**src/rtl/flag_event_queue_pkg.sv**
```systemverilog
`default_nettype none
// ============================================================================
//  Module   : flag_pkg
//  Purpose  : Shared types and constants for the flag event queue slice.
//             flag_vec_t mirrors the producer's packed flag vector
//             ({fourth, third, second, first}, bit 0 = first).
//  Revision : 1.0 - initial release
// ============================================================================
package flag_pkg;

    localparam int FLAG_N = 4;

    typedef struct packed {
        logic fourth;
        logic third;
        logic second;
        logic first;
    } flag_vec_t;

    typedef logic [1:0] flag_id_t;

    localparam flag_id_t ID_FIRST  = 2'd0;
    localparam flag_id_t ID_SECOND = 2'd1;
    localparam flag_id_t ID_THIRD  = 2'd2;
    localparam flag_id_t ID_FOURTH = 2'd3;

    // Round-robin successor; wraps naturally in 2 bits.
    function automatic flag_id_t next_id(input flag_id_t id);
        return id + 2'd1;
    endfunction

endpackage
`default_nettype wire

```
**src/rtl/flag_event_queue_if.sv**
```systemverilog
`default_nettype none
// ============================================================================
//  Module   : flag_event_queue_if
//  Purpose  : Valid/ready event channel from the flag event queue to its
//             consumer.
//  Ports    : evt_valid_o, evt_id_o, evt_cnt_o, evt_sat_o  (queue -> consumer)
//             evt_ready_i                                  (consumer -> queue)
//  Revision : 1.0 - initial release
// ============================================================================
interface flag_event_queue_if
    import flag_pkg::*;
#(
    parameter int CNT_W = 4
);
    logic             evt_valid_o;
    logic             evt_ready_i;
    flag_id_t         evt_id_o;
    logic [CNT_W-1:0] evt_cnt_o;
    logic             evt_sat_o;

    // Queue side
    modport master (
        output evt_valid_o,
        output evt_id_o,
        output evt_cnt_o,
        output evt_sat_o,
        input  evt_ready_i
    );

    // Consumer side
    modport slave (
        input  evt_valid_o,
        input  evt_id_o,
        input  evt_cnt_o,
        input  evt_sat_o,
        output evt_ready_i
    );
endinterface
`default_nettype wire

```
**src/rtl/flag_event_queue_rr_arbiter4.sv**
```systemverilog
`default_nettype none
// ============================================================================
//  Module   : rr_arbiter4
//  Purpose  : Combinational 4-way round-robin arbiter. Search starts at ptr
//             and proceeds ptr+1, ptr+2, ... modulo 4.
//  Ports    : req[3:0]    request vector
//             ptr[1:0]    highest-priority index (held by the parent)
//             gnt_valid   at least one request present
//             gnt_id[1:0] granted index
//  Revision : 1.0 - initial release
// ============================================================================
module rr_arbiter4
    import flag_pkg::*;
(
    input  logic [3:0] req,
    input  flag_id_t   ptr,
    output logic       gnt_valid,
    output flag_id_t   gnt_id
);

    // Rotate requests so the ptr position lands at bit 0; only seven bits
    // of the doubled vector can ever be selected.
    logic [6:0] w_dbl;
    logic [3:0] w_rot;
    flag_id_t   w_off;

    assign w_dbl = {req[2:0], req};
    assign w_rot = w_dbl[ptr +: 4];

    // Lowest set bit of the rotated vector is the nearest request to ptr.
    always_comb begin
        w_off = 2'd0;
        for (int k = 3; k >= 0; k--) begin
            if (w_rot[k]) begin
                w_off = k[1:0];
            end
        end
    end

    assign gnt_valid = |req;
    assign gnt_id    = ptr + w_off;

endmodule
`default_nettype wire

```
**src/rtl/flag_event_queue.sv**
```systemverilog
`default_nettype none
// ============================================================================
//  Module   : flag_event_queue
//  Purpose  : Detects rising edges on a 4-bit flag vector, coalesces repeated
//             edges into per-flag saturating counters and delivers one event
//             at a time, round-robin, on a valid/ready channel.
//  Ports    : clk, rst_n (async, active-low)
//             flags_i[3:0] packed flags, en_i edge enable, clear_i sync clear
//             pend_o[3:0]  pending status
//             evt          event channel (flag_event_queue_if.master)
//  Revision : 1.0 - initial release
// ============================================================================
module flag_event_queue
    import flag_pkg::*;
#(
    parameter int CNT_W = 4
)(
    input  logic                      clk,
    input  logic                      rst_n,
    input  logic [FLAG_N-1:0]         flags_i,
    input  logic                      en_i,
    input  logic                      clear_i,
    output logic [FLAG_N-1:0]         pend_o,
    flag_event_queue_if.master        evt
);

    localparam logic [CNT_W-1:0] C_CNT_ONE = CNT_W'(1);
    localparam logic [CNT_W-1:0] C_CNT_MAX = '1;

    flag_vec_t          r_flags_q;
    logic [FLAG_N-1:0]  r_pend;
    logic [CNT_W-1:0]   r_cnt [FLAG_N];
    logic [FLAG_N-1:0]  r_sat;
    flag_id_t           r_ptr;

    logic               r_valid;
    flag_id_t           r_id;
    logic [CNT_W-1:0]   r_ecnt;
    logic               r_esat;

    logic [FLAG_N-1:0]  w_edge;
    logic               w_free;
    logic               w_gnt_valid;
    flag_id_t           w_gnt_id;
    logic               w_grant;
    logic [FLAG_N-1:0]  w_win;

    assign w_edge  = en_i ? (flags_i & ~r_flags_q) : '0;
    assign w_free  = ~r_valid | evt.evt_ready_i;
    // clear_i suppresses the grant so the winner's state is wiped, not sent.
    assign w_grant = w_free & w_gnt_valid & ~clear_i;
    assign w_win   = w_grant ? (4'b0001 << w_gnt_id) : '0;

    rr_arbiter4 u_arb (
        .req       (r_pend),
        .ptr       (r_ptr),
        .gnt_valid (w_gnt_valid),
        .gnt_id    (w_gnt_id)
    );

    // Flags already high at reset release must not look like edges.
    always_ff @(posedge clk or negedge rst_n) begin
        if (!rst_n) begin
            r_flags_q <= flag_vec_t'(4'hF);
        end else begin
            r_flags_q <= flag_vec_t'(flags_i);
        end
    end

    // Per-flag pending state. A grant and an edge on the same flag in one
    // cycle hand the old count to the slot and restart the flag at 1.
    always_ff @(posedge clk or negedge rst_n) begin
        if (!rst_n) begin
            r_pend <= '0;
            r_sat  <= '0;
            for (int i = 0; i < FLAG_N; i++) begin
                r_cnt[i] <= '0;
            end
        end else if (clear_i) begin
            r_pend <= '0;
            r_sat  <= '0;
            for (int i = 0; i < FLAG_N; i++) begin
                r_cnt[i] <= '0;
            end
        end else begin
            for (int i = 0; i < FLAG_N; i++) begin
                if (w_win[i]) begin
                    r_pend[i] <= w_edge[i];
                    r_cnt[i]  <= w_edge[i] ? C_CNT_ONE : '0;
                    r_sat[i]  <= 1'b0;
                end else if (w_edge[i]) begin
                    if (!r_pend[i]) begin
                        r_pend[i] <= 1'b1;
                        r_cnt[i]  <= C_CNT_ONE;
                        r_sat[i]  <= 1'b0;
                    end else if (r_cnt[i] == C_CNT_MAX) begin
                        r_sat[i]  <= 1'b1;
                    end else begin
                        r_cnt[i]  <= r_cnt[i] + C_CNT_ONE;
                    end
                end
            end
        end
    end

    // Output slot and round-robin pointer. clear_i leaves a held event alone.
    always_ff @(posedge clk or negedge rst_n) begin
        if (!rst_n) begin
            r_valid <= 1'b0;
            r_id    <= ID_FIRST;
            r_ecnt  <= '0;
            r_esat  <= 1'b0;
            r_ptr   <= ID_FIRST;
        end else begin
            if (w_free) begin
                r_valid <= w_grant;
                if (w_grant) begin
                    r_id   <= w_gnt_id;
                    r_ecnt <= r_cnt[w_gnt_id];
                    r_esat <= r_sat[w_gnt_id];
                end
            end
            if (w_grant) begin
                r_ptr <= next_id(w_gnt_id);
            end
        end
    end

    assign evt.evt_valid_o = r_valid;
    assign evt.evt_id_o    = r_id;
    assign evt.evt_cnt_o   = r_ecnt;
    assign evt.evt_sat_o   = r_esat;
    assign pend_o          = r_pend;

endmodule
`default_nettype wire

```
**src/flat_wrapper.sv**
```systemverilog
// flat-port wrapper written by rule: the top's interface ports become plain ports
module flag_event_queue_flat import flag_pkg::*;
#(
    parameter int CNT_W = 4
)
  (clk, rst_n, flags_i, en_i, clear_i, pend_o, evt_evt_valid_o, evt_evt_id_o, evt_evt_cnt_o, evt_evt_sat_o, evt_evt_ready_i);
  flag_event_queue_if #(.CNT_W(CNT_W)) evt_i ();
  input  logic clk;
  input  logic rst_n;
  input  logic [FLAG_N-1:0] flags_i;
  input  logic en_i;
  input  logic clear_i;
  output logic [FLAG_N-1:0] pend_o;
  output wire logic [$bits(evt_i.evt_valid_o)-1:0] evt_evt_valid_o;
  output wire logic [$bits(evt_i.evt_id_o)-1:0] evt_evt_id_o;
  output wire logic [$bits(evt_i.evt_cnt_o)-1:0] evt_evt_cnt_o;
  output wire logic [$bits(evt_i.evt_sat_o)-1:0] evt_evt_sat_o;
  input wire logic [$bits(evt_i.evt_ready_i)-1:0] evt_evt_ready_i;
  assign evt_evt_valid_o = evt_i.evt_valid_o;
  assign evt_evt_id_o = evt_i.evt_id_o;
  assign evt_evt_cnt_o = evt_i.evt_cnt_o;
  assign evt_evt_sat_o = evt_i.evt_sat_o;
  assign evt_i.evt_ready_i = evt_evt_ready_i;
  flag_event_queue #(.CNT_W(CNT_W)) u_core (.clk(clk), .rst_n(rst_n), .flags_i(flags_i), .en_i(en_i), .clear_i(clear_i), .pend_o(pend_o), .evt(evt_i));
endmodule
```
**config.mk**
```make
export PLATFORM = sky130hd
export DESIGN_NAME = flag_event_queue_flat
export DESIGN_NICKNAME = d
export VERILOG_FILES = /design/src/rtl/flag_event_queue_pkg.sv /design/src/rtl/flag_event_queue_if.sv /design/src/rtl/flag_event_queue_rr_arbiter4.sv /design/src/rtl/flag_event_queue.sv /design/src/flat_wrapper.sv
export SDC_FILE = /design/constraint.sdc
export NUM_CORES = 1
export LEC_CHECK = 0
export CELL_PAD_IN_SITES_DETAIL_PLACEMENT = 1
export CELL_PAD_IN_SITES_GLOBAL_PLACEMENT = 1
export CORE_MARGIN = 10
export CORE_UTILIZATION = 48
export DETAILED_ROUTE_END_ITERATION = 7
export MAX_ROUTING_LAYER = met4
export PLACE_DENSITY = 0.9
export REMOVE_ABC_BUFFERS = 1
export SYNTH_ARGS = -nofsm -noshare
export SYNTH_HDL_FRONTEND = slang
export SYNTH_SLANG_ARGS = --single-unit
```
**constraint.sdc**
```tcl
create_clock -name clk -period 5.19 [get_ports clk]
set_input_delay 1.038 -clock clk [delete_from_list [all_inputs] [get_ports clk]]
set_output_delay 1.038 -clock clk [all_outputs]
set_load 0.01 [all_outputs]
```
# ---- Word-level counts from Yosys, hierarchy flattened
# Cells that the tools add are included.
dict set report word_totals {
  ff_bits 38
  in_bits 9
  output_inout_bits 12
}
dict set report op_classes {
  n_addsub 6
  order_cmp 2
  eq_ne 12
  shifts 2
  n_mux 58
  n_bitwise 8
  reduce_logical 14
}
# operator count
set ops {}
lappend ops {{$mux W4} 22}
lappend ops {{$ne A4 B4 Y1 const B} 8}
lappend ops {{$mux W1} 29}
lappend ops {{$reduce_and A2 Y1} 9}
lappend ops {{$add A4 B1 Y4 const B} 4}
lappend ops {{$eq A4 B4 Y1 const B} 4}
lappend ops {{$mux W16} 1}
lappend ops {{$reduce_bool A3 Y1} 4}
lappend ops {{$bmux W4 S2} 1}
lappend ops {{$mux W2} 4}
lappend ops {{$shiftx A7 B3 Y4} 1}
lappend ops {{$and A4 B4 Y4} 1}
lappend ops {{$not A4 Y4} 1}
lappend ops {{$reduce_or A4 Y1} 1}
lappend ops {{$shl A1 B2 Y4 const A} 1}
lappend ops {{$ge A3 B3 Y1 const B} 1}
lappend ops {{$lt A2 B3 Y1 const B} 1}
lappend ops {{$not A2 Y3} 1}
lappend ops {{$add A2 B1 Y2 const B} 1}
lappend ops {{$add A2 B2 Y2} 1}
lappend ops {{$and A1 B1 Y1} 2}
lappend ops {{$bmux W1 S2} 1}
lappend ops {{$not A1 Y1} 2}
lappend ops {{$or A1 B1 Y1} 1}

# ---- Depth between registers and ports, before layout
# Gate-level depths: netlist (run 1).
dict set report depth {
  depth_word 10
  depth_mapped 13
  ltp_nobuf 11
}

# ---- Cells and area by module
# A second synthesis (run 1) with hierarchy kept.
dict set report hier_totals {
  cells_unflattened 229
  area_unflattened_um2 2255.9
}
# module n_inst cells_per_inst area_each_um2
set by_module_without_submodules {}
lappend by_module_without_submodules {flag_event_queue 1 202 2077.0}
lappend by_module_without_submodules {rr_arbiter4 1 27 178.9}

# ---- Worst setup path before layout (run 1)
# Ideal clock, no wire load.
dict set report synth_timing {
  path_kind {register -> register}
  from {register u_core.r_pend[1], in the netlist u_core.pend_o[1]}
  to {register u_core.r_cnt[0] (netlist bit)}
  setup_ps 104
  t_arrival_ps 2720
  slack_ps 2366
  stages_incl_launch_ff 13
  n_path_buf 2
  path_cell_list {dfrtp_1 -> clkbuf_1 -> nand2b_1 -> a2bb2oi_1 -> nor2_1 -> a21oi_1 -> a21oi_1 -> ha_1 -> clkbuf_1 -> inv_1 -> nor4_1 -> a21boi_0 -> a221oi_1}
}
dict set report synth_via {
  elab_chain_len 10
  elab_cells_between_ends 16
  classes_between {1 x add/sub; 1 x eq/ne; 2 x shift; 7 x mux; 2 x bitwise; 3 x reduce/logical}
}
# element line
set synth_lines {}
lappend synth_lines {{start: declaration} flag_event_queue.sv:31} ;# logic [FLAG_N-1:0] r_pend;
lappend synth_lines {{start signal: indexed assignment} flag_event_queue.sv:88} ;# r_pend[i] <= w_edge[i];
lappend synth_lines {{$shiftx A7 B3 Y4} flag_event_queue_rr_arbiter4.sv:28} ;# assign w_rot = w_dbl[ptr +: 4];
lappend synth_lines {{$mux W2 (4 in series)} flag_event_queue_rr_arbiter4.sv:34} ;# if (w_rot[k]) begin
lappend synth_lines {{$add A2 B2 Y2} flag_event_queue_rr_arbiter4.sv:41} ;# assign gnt_id = ptr + w_off;
lappend synth_lines {{$shl A1 B2 Y4} flag_event_queue.sv:52} ;# assign w_win = w_grant ? (4'b0001 << w_gnt_id) : '0;
lappend synth_lines {{$mux W4 (*)} flag_event_queue.sv:52}
lappend synth_lines {{$ne A4 B4 Y1 (no source line) (tied with other cells)} --}
lappend synth_lines {{$reduce_and A2 Y1 (no source line) or $mux W16 (tied branches)} --}
lappend synth_lines {{end signal: indexed assignment} flag_event_queue.sv:89} ;# r_cnt[i] <= w_edge[i] ? C_CNT_ONE : '0;
lappend synth_lines {{end signal: indexed assignment} flag_event_queue.sv:99} ;# r_cnt[i] <= r_cnt[i] + C_CNT_ONE;
lappend synth_lines {{end: declaration} flag_event_queue.sv:32} ;# logic [CNT_W-1:0] r_cnt [FLAG_N];
# Every way passes the cells marked *; elsewhere a longest branch is shown, timed or not.
# A chain may end at the register's enable or synchronous reset.

# ---- Worst setup path in the final report (run 1)
dict set report layout_timing {
  from {register u_core.r_pend[1], in the netlist u_core.pend_o[1]}
  to {register u_core.r_cnt[2] (netlist bit)}
}
# Same word-level chain as after synthesis.

==> metrics.txt, run 1 <==
RSZ-0062 raised after global routing no; Final #Nets between 200 and 300; PortBufs 20; number of global-route vias before repair approximately 2.2k; Critical Path RT ~5.3 ns; # rows 25; Netlist cell types 52; CP endpoint u_core.r_cnt[2]; die area about 0.0081 mm2; Period Utilization, post-route 72.25%; Sw Ratio roughly two fifths; switching power around 0.41 mW; TritonCTS Buffers 5; Peak VDD IR 177.9 uV; final count of negative-setup-slack endpoints 0; max_cap viols 0; Max Clock Freq 266.7 MHz; Worst Setup Start Kind flip-flop; non-filler instance count after layout ~330; Ports 21; GRT Total Usage 16.75%; Crit Path Max Fanout 13; Lkg Pwr roughly 1.1 nW; mapped cell area between 0.002 and 0.0025 mm2; R2R setup slack 1.44 ns; Clk Latency, worst-skew pair approximately 0.30 ns; post-route ant nets 0; ys async rst share 100.0%; register area 955.9 um2; Inst Count DP approximately 330; CP Capture Type flip-flop; Mapped Cells ~250; Max Buffers Root-to-Sink 2; register bit total from synthesis 38; sequential share of power between 30% and 40%; Crit Path Class reg -> reg; Least-Margin Pin Slew 1.157 ns; worst rel slew slack ~22%; initial detailed-routing violation count 182; mean post-synth cell area between 9 and 10 um2; launch point of the worst reg-to-reg path u_core.pend_o[1]; CTS tree done; Worst-path clk slew ~0.08 ns; Internal a little over 0.6 mW; cts hold-fix bufs 0; GP Congestion ~0.86; Finished Cell Area 0.002668 mm2; Layout area overhead 13.71%; H-tree level count 2; first-pass GRT wire length between 10,000 and 15,000 um; CORE AREA 0.004723 mm2; Die Y 89.91 um; WL final about 6600 um; status completed; clock share of power roughly a fifth; vias post-DR 2,089; sequential element share of the synthesized area approximately two fifths; share of the synthesized area in the top cell type around 36%; share of post-route cells with drive strength above 1 a little under an eighth; top post-synthesis cells by area dfrtp_1 36%, mux2i_1 5.5%, dfstp_2 4.5%, mux2_2 4.3%, nor2_1 4.2%; die width roughly 90 um; skew final approximately 0.0026 ns; GR Overflow Total 0; post-CTS setup buffers 0; Setup crit start u_core.pend_o[1]; Worst EP arrival 3.89 ns; Yosys Warn Count 0; final max-slew violation count 0; vias per cell 6.254; WL per Instance 19.89 um; top cells by count, synth 34 x dfrtp_1, 26 x nor2_1, 16 x o21ai_0; largest net degree at the start of global routing 39; cell taking the most area after synthesis dfrtp_1; power per standard cell area roughly 380 mW/mm2; reg2reg end u_core.r_cnt[2]; Initial Util about 50%; final hold violation count 0; initial antenna violation count 0; CTS sink cnt 38; Post-synth EDFFs 0; DP Area between 0.002 and 0.003 mm2; clock root cell clkbuf_8; Pre-Repair DR Iteration Count 4; Fin Setup TNS 0 ns; Hold Slack between 0.5 and 0.6 ns; worst hold path type reg -> reg; cell with the most instances after synthesis dfrtp_1; ys flop type dfrtp_1; area of the multi-input gates 0.001311 mm2; final-layout fill cell count between 500 and 600; fin crit period between 3 and 4 ns; Worst R2R Path Depth 11; Comb pwr share a little over two fifths; dpl hpwl around 4500 um; post-cts sizing count 0; Ant. Diodes 0; DRC viols 0
## layout make-up
type | count | area share, %
Multi-Input combinational cell | 194 | 49.16
Sequential cell | 38 | 35.83
Timing Repair Buffer | 21 | 7.598
Clock buffer | 7 | 3.236
Tap cell | 67 | 3.143
Inverter | 6 | 0.8443
Clock inverter | 1 | 0.1876
## logic make-up (layout without fill, tap and decap cells)
group                    Yosys count  count (layout)  share of synthesized area, %
AND/OR/NAND/NOR                   93              93                         20.32
AO/OA/AOI/OAI                     70              70                         21.07
flip-flops                        38              38                         40.75
multiplexers                      22              22                         9.867
buffers and inverters             19              35                         3.360
adder cells (fa/ha/maj)            6               6                         3.200
XOR/XNOR                           3               3                         1.440
## metrics by stage
stage	power, mW	utilization [%]	setup slack (ns)
3_3_place_gp	0.7755	54.54	1.628
3_5_place_dp	0.7915	54.54	1.562
2_1_floorplan	0.6573	-	2.283
5_1_grt	1.077	56.48	1.150
6_report	1.018	56.48	1.440
4_1_cts	1.019	56.48	1.482
## placed cells by master (no fill, tap or decap), types with 2 or more instances in the layout
cell / Yosys / routed
inv_1: 6 / 6
a22o_1: 2 / 2
clkdlybuf4s50_1: 0 / 19
and2_1: 2 / 2
dfstp_2: 4 / 4
nor4_1: 2 / 2
clkbuf_8: 0 / 6
nand2b_1: 6 / 6
a21oi_1: 15 / 15
nand3b_1: 4 / 4
nand2_1: 13 / 13
o31ai_1: 2 / 2
nand3_1: 13 / 13
mux2i_1: 13 / 13
nor2b_1: 3 / 3
xnor2_1: 2 / 2
ha_1: 6 / 6
and3_1: 3 / 3
o21a_1: 2 / 2
o21ai_0: 16 / 16
nor2_1: 26 / 26
a221oi_1: 2 / 2
nand4_1: 4 / 4
mux2_2: 9 / 9
a22oi_1: 8 / 8
o211ai_1: 2 / 2
a211o_1: 2 / 2
o22ai_1: 5 / 5
nor3_1: 10 / 10
a21boi_0: 2 / 2
or2_2: 2 / 2
a2111oi_2: 2 / 2
dfrtp_1: 34 / 34
## state kept, by name (all words and copies together) (netlist names)
name                    flops
u_core.evt.evt_valid_o      1
u_core.evt.evt_id_o         2
u_core.evt.evt_cnt_o        4
u_core.r_flags_q            4
u_core.evt.evt_sat_o        1
u_core.r_cnt               16
u_core.r_sat                4
u_core.r_ptr                2
u_core.pend_o               4
## how the worst min path moves through the flow
stage	from	end	depth (start not counted)
floorplan	u_core.r_sat[2]	u_core.r_sat[2]	2
global placement	u_core.evt.evt_sat_o	u_core.evt.evt_sat_o	2
detailed placement	u_core.evt.evt_id_o[0]	u_core.evt.evt_id_o[0]	1
CTS	u_core.evt.evt_id_o[0]	u_core.evt.evt_id_o[0]	1
global route	u_core.evt.evt_sat_o	u_core.evt.evt_sat_o	2
finish	u_core.evt.evt_id_o[0]	u_core.evt.evt_id_o[0]	1
## power groups by stage
stage	combinational (mW)	clock (mW)	sequential, mW
3_3_place_gp	0.413	0	0.363
6_report	0.440	0.216	0.362
5_1_grt	0.475	0.234	0.368
2_1_floorplan	0.296	0	0.361
4_1_cts	0.439	0.219	0.361
3_5_place_dp	0.425	0	0.366
## per-layer routing
metal / wire [um] / track usage [%]
met1: 2970 / 19.75
met2: 3300 / 27.97
met3: 271 / 3.491
met4: 99 / 5.305
met5: 0 / -
## critical path, stage by stage, from the launching register on
cell,delay (ns)
dfrtp_1,0.60
nor2b_1,0.23
a21oi_1,0.06
o22ai_1,0.20
nor2_1,0.08
a21oi_1,0.18
ha_1,0.30
nand2b_1,0.18
nand2_1,0.15
xnor2_1,0.87
nor2_1,0.22
a2111oi_0,0.51
Power figures use the tool's default switching activity.
==> run 2: changes to the inputs <==
Settings changed: CORE_UTILIZATION 48 to 44, PLACE_DENSITY 0.9 to 0.84.
Clock period 5.19 ns to 3.5 ns, I/O delays scaled along.
==> run 2 against run 1 <==
Fmax rose by 25%. Combinational power up 52%. Sequential share of layout area fell by 0.53 points. Non-clock buffer count rose by 5. Clock power up 39%. Core utilization is 3.8 points lower. Cell count grew 2.4%. Largest cell class unchanged. Routed wire length is 2.3% lower. Count of clock-buffer cells in the layout stayed put. Total power grew 47%.
==> metrics.txt, run 2 (synthesized netlist as in run 1, its figures left out) <==
status completed (unchanged); most frequent cells in the layout 34 x dfrtp_1, 26 x nor2_1, 19 x clkdlybuf4s50_1 (unchanged); Crit Path Class reg -> reg (unchanged); share of post-route cells with drive strength above 1 13.24% (was 11.61%); fin crit period 2.999 ns (was 3.750 ns); number of global-route vias before repair 2,150 (was 2,167); CP Capture Type flip-flop (unchanged); largest net degree at the start of global routing 39 (unchanged); Worst Hold Depth 1 (unchanged); GP Congestion 0.9095 (was 0.8597); CTS sink cnt 38 (unchanged); Least-Margin Pin Slew 0.8601 ns (was 1.157 ns); initial detailed-routing violation count 120 (was 182); slowest cell delay on critical path 0.62 ns (was 0.87 ns); dpl hpwl 4837 um (was 4545 um); most common cell after layout, fill and taps aside dfrtp_1 (unchanged); post-route ant nets 0 (unchanged); Die Y 93.02 um (was 89.91 um); Ant. Diodes 0 (unchanged); initial antenna violation count 0 (unchanged); Worst EP arrival 3.19 ns (was 3.89 ns); DRC viols 0 (unchanged); post-cts sizing count 0 (unchanged); cts hold-fix bufs 0 (unchanged); most flop-heavy register u_core.r_cnt (unchanged); Critical Path RT 3.69 ns (was 5.33 ns); max_cap viols 0 (unchanged); WL final 6486 um (was 6642 um); GR Overflow Total 0 (unchanged); worst rel slew slack 42.66% (was 22.45%); skew final 0.01058 ns (was 0.002599 ns); WL per Instance 18.96 um (was 19.89 um); Period Utilization, post-route 85.69% (was 72.25%); critical path cell sequence nor2b_1 -> a21oi_1 -> o22ai_1 -> nor2_1 -> a21oi_1 -> ha_1 -> nand2b_1 -> nand2_1 -> xor2_2 -> nor2_1 -> a2111oi_2 (was nor2b_1 -> a21oi_1 -> o22ai_1 -> nor2_1 -> a21oi_1 -> ha_1 -> nand2b_1 -> nand2_1 -> xnor2_1 -> nor2_1 -> a2111oi_0); final max-slew violation count 0 (unchanged); Crit Path Max Fanout 13 (unchanged); # rows 26 (was 25); Slowest-stage cell, CP dfrtp_1 (was xnor2_1); Peak VDD IR 347.5 uV (was 177.9 uV); Max Buffers Root-to-Sink 2 (unchanged); final-layout fill cell count 616 (was 555); worst hold path type reg -> reg (unchanged); Worst R2R Path Depth 11 (unchanged); die area 0.008653 mm2 (was 0.008084 mm2); Worst-path clk slew 0.08 ns (about the same); H-tree level count 2 (unchanged); post-CTS setup buffers 0 (unchanged); power per standard cell area 554.7 mW/mm2 (was 381.7 mW/mm2); Final #Nets 286 (was 281); Crit path max-delay family simple AND/OR/NAND/NOR gates (was compound AO/OA/AOI/OAI gates); Initial Util 45.64% (was 49.67%); Buf/Inv on CP 0 (unchanged); Ports 21 (unchanged); TritonCTS Buffers 5 (unchanged); Worst path depth 11 (unchanged); Hold Slack 0.5097 ns (was 0.5186 ns); RSZ-0062 raised after global routing no (unchanged); Layout area overhead 15.41% (was 13.71%); Worst Setup Start Kind flip-flop (unchanged); die width 93.02 um (was 89.91 um); GRT Total Usage 15.95% (was 16.75%); CORE AREA 0.005140 mm2 (was 0.004723 mm2); Clk Latency, worst-skew pair 0.30 ns (about the same); final hold violation count 0 (unchanged); Pre-Repair DR Iteration Count 5 (was 4); Fin Setup TNS 0 ns (unchanged); first-pass GRT wire length 11,000 um (was 11,040 um); CTS tree done (unchanged); vias per cell 6.067 (was 6.254); vias post-DR 2,075 (was 2,089); PortBufs 20 (unchanged); final count of negative-setup-slack endpoints 0 (unchanged); total power 1.502 mW (was 1.018 mW); Lkg Pwr 1.130 nW (was 1.114 nW); Max Clock Freq 333.4 MHz (was 266.7 MHz); max FFs per register 16 (unchanged); clock root cell clkbuf_8 (unchanged)
## run 2: changes by cell type in the layout (fill, tap and decap cells not counted)
cell and delta:
nor4_1 -1, clkinv_2 -1, nor4_2 +1, clkinvlp_4 +1, clkbuf_1 +1, clkbuf_8 -1
buf_4 +5
## run 2: metal layers
layer	wire length (um)	vias up	GRT usage, %
li1	-	973	-
met1	3050	1047	20.74
met2	3122	47	25.06
met3	245	8	2.958
met4	68	0	3.985
met5	0	-	-
## run 2: worst paths after layout
kind,end,from,slack (ns)
min reg2reg,u_core.evt.evt_cnt_o[2],u_core.evt.evt_cnt_o[2],0.51
min,u_core.evt.evt_cnt_o[2],u_core.evt.evt_cnt_o[2],0.51
max in group asynchronous,u_core.r_ptr[1],rst_n,2.45
max reg2reg,u_core.r_cnt[10],u_core.pend_o[1],0.50
max,u_core.r_cnt[10],u_core.pend_o[1],0.50
min in group asynchronous,u_core.evt.evt_id_o[0],rst_n,0.52
## run 2: power breakdown
| group | internal [mW] | switching (mW) | leakage (nW) |
|---|---|---|---|
| Clock | 0.141 | 0.159 | 0.0385 |
| Sequential | 0.477 | 0.0554 | 0.503 |
| Combinational | 0.278 | 0.391 | 0.589 |
| Total | 0.896 | 0.606 | 1.13 |
## run 2: per-stage QoR
step	instance area [um2]	setup WS, ns	util (%)	std cells
CTS	2701	0.3852	52.56	342
finish	2708	0.5010	52.68	342
detailed placement	2618	0.4001	50.93	334
global route	2708	0.1312	52.68	342
floorplan	2290	0.5929	-	238
global placement	2618	0.6583	50.93	334
## run 2: area by class of cell
| type | instances | area, um2 | area share, % |
|---|---|---|---|
| Clock buffer | 7 | 76.32 | 2.819 |
| Clock inverter | 1 | 7.507 | 0.2773 |
| Inverter | 6 | 22.52 | 0.8318 |
| Multi-Input combinational cell | 194 | 1318 | 48.66 |
| Sequential cell | 38 | 955.9 | 35.30 |
| Tap cell | 70 | 87.58 | 3.235 |
| Timing Repair Buffer | 26 | 240.2 | 8.872 |
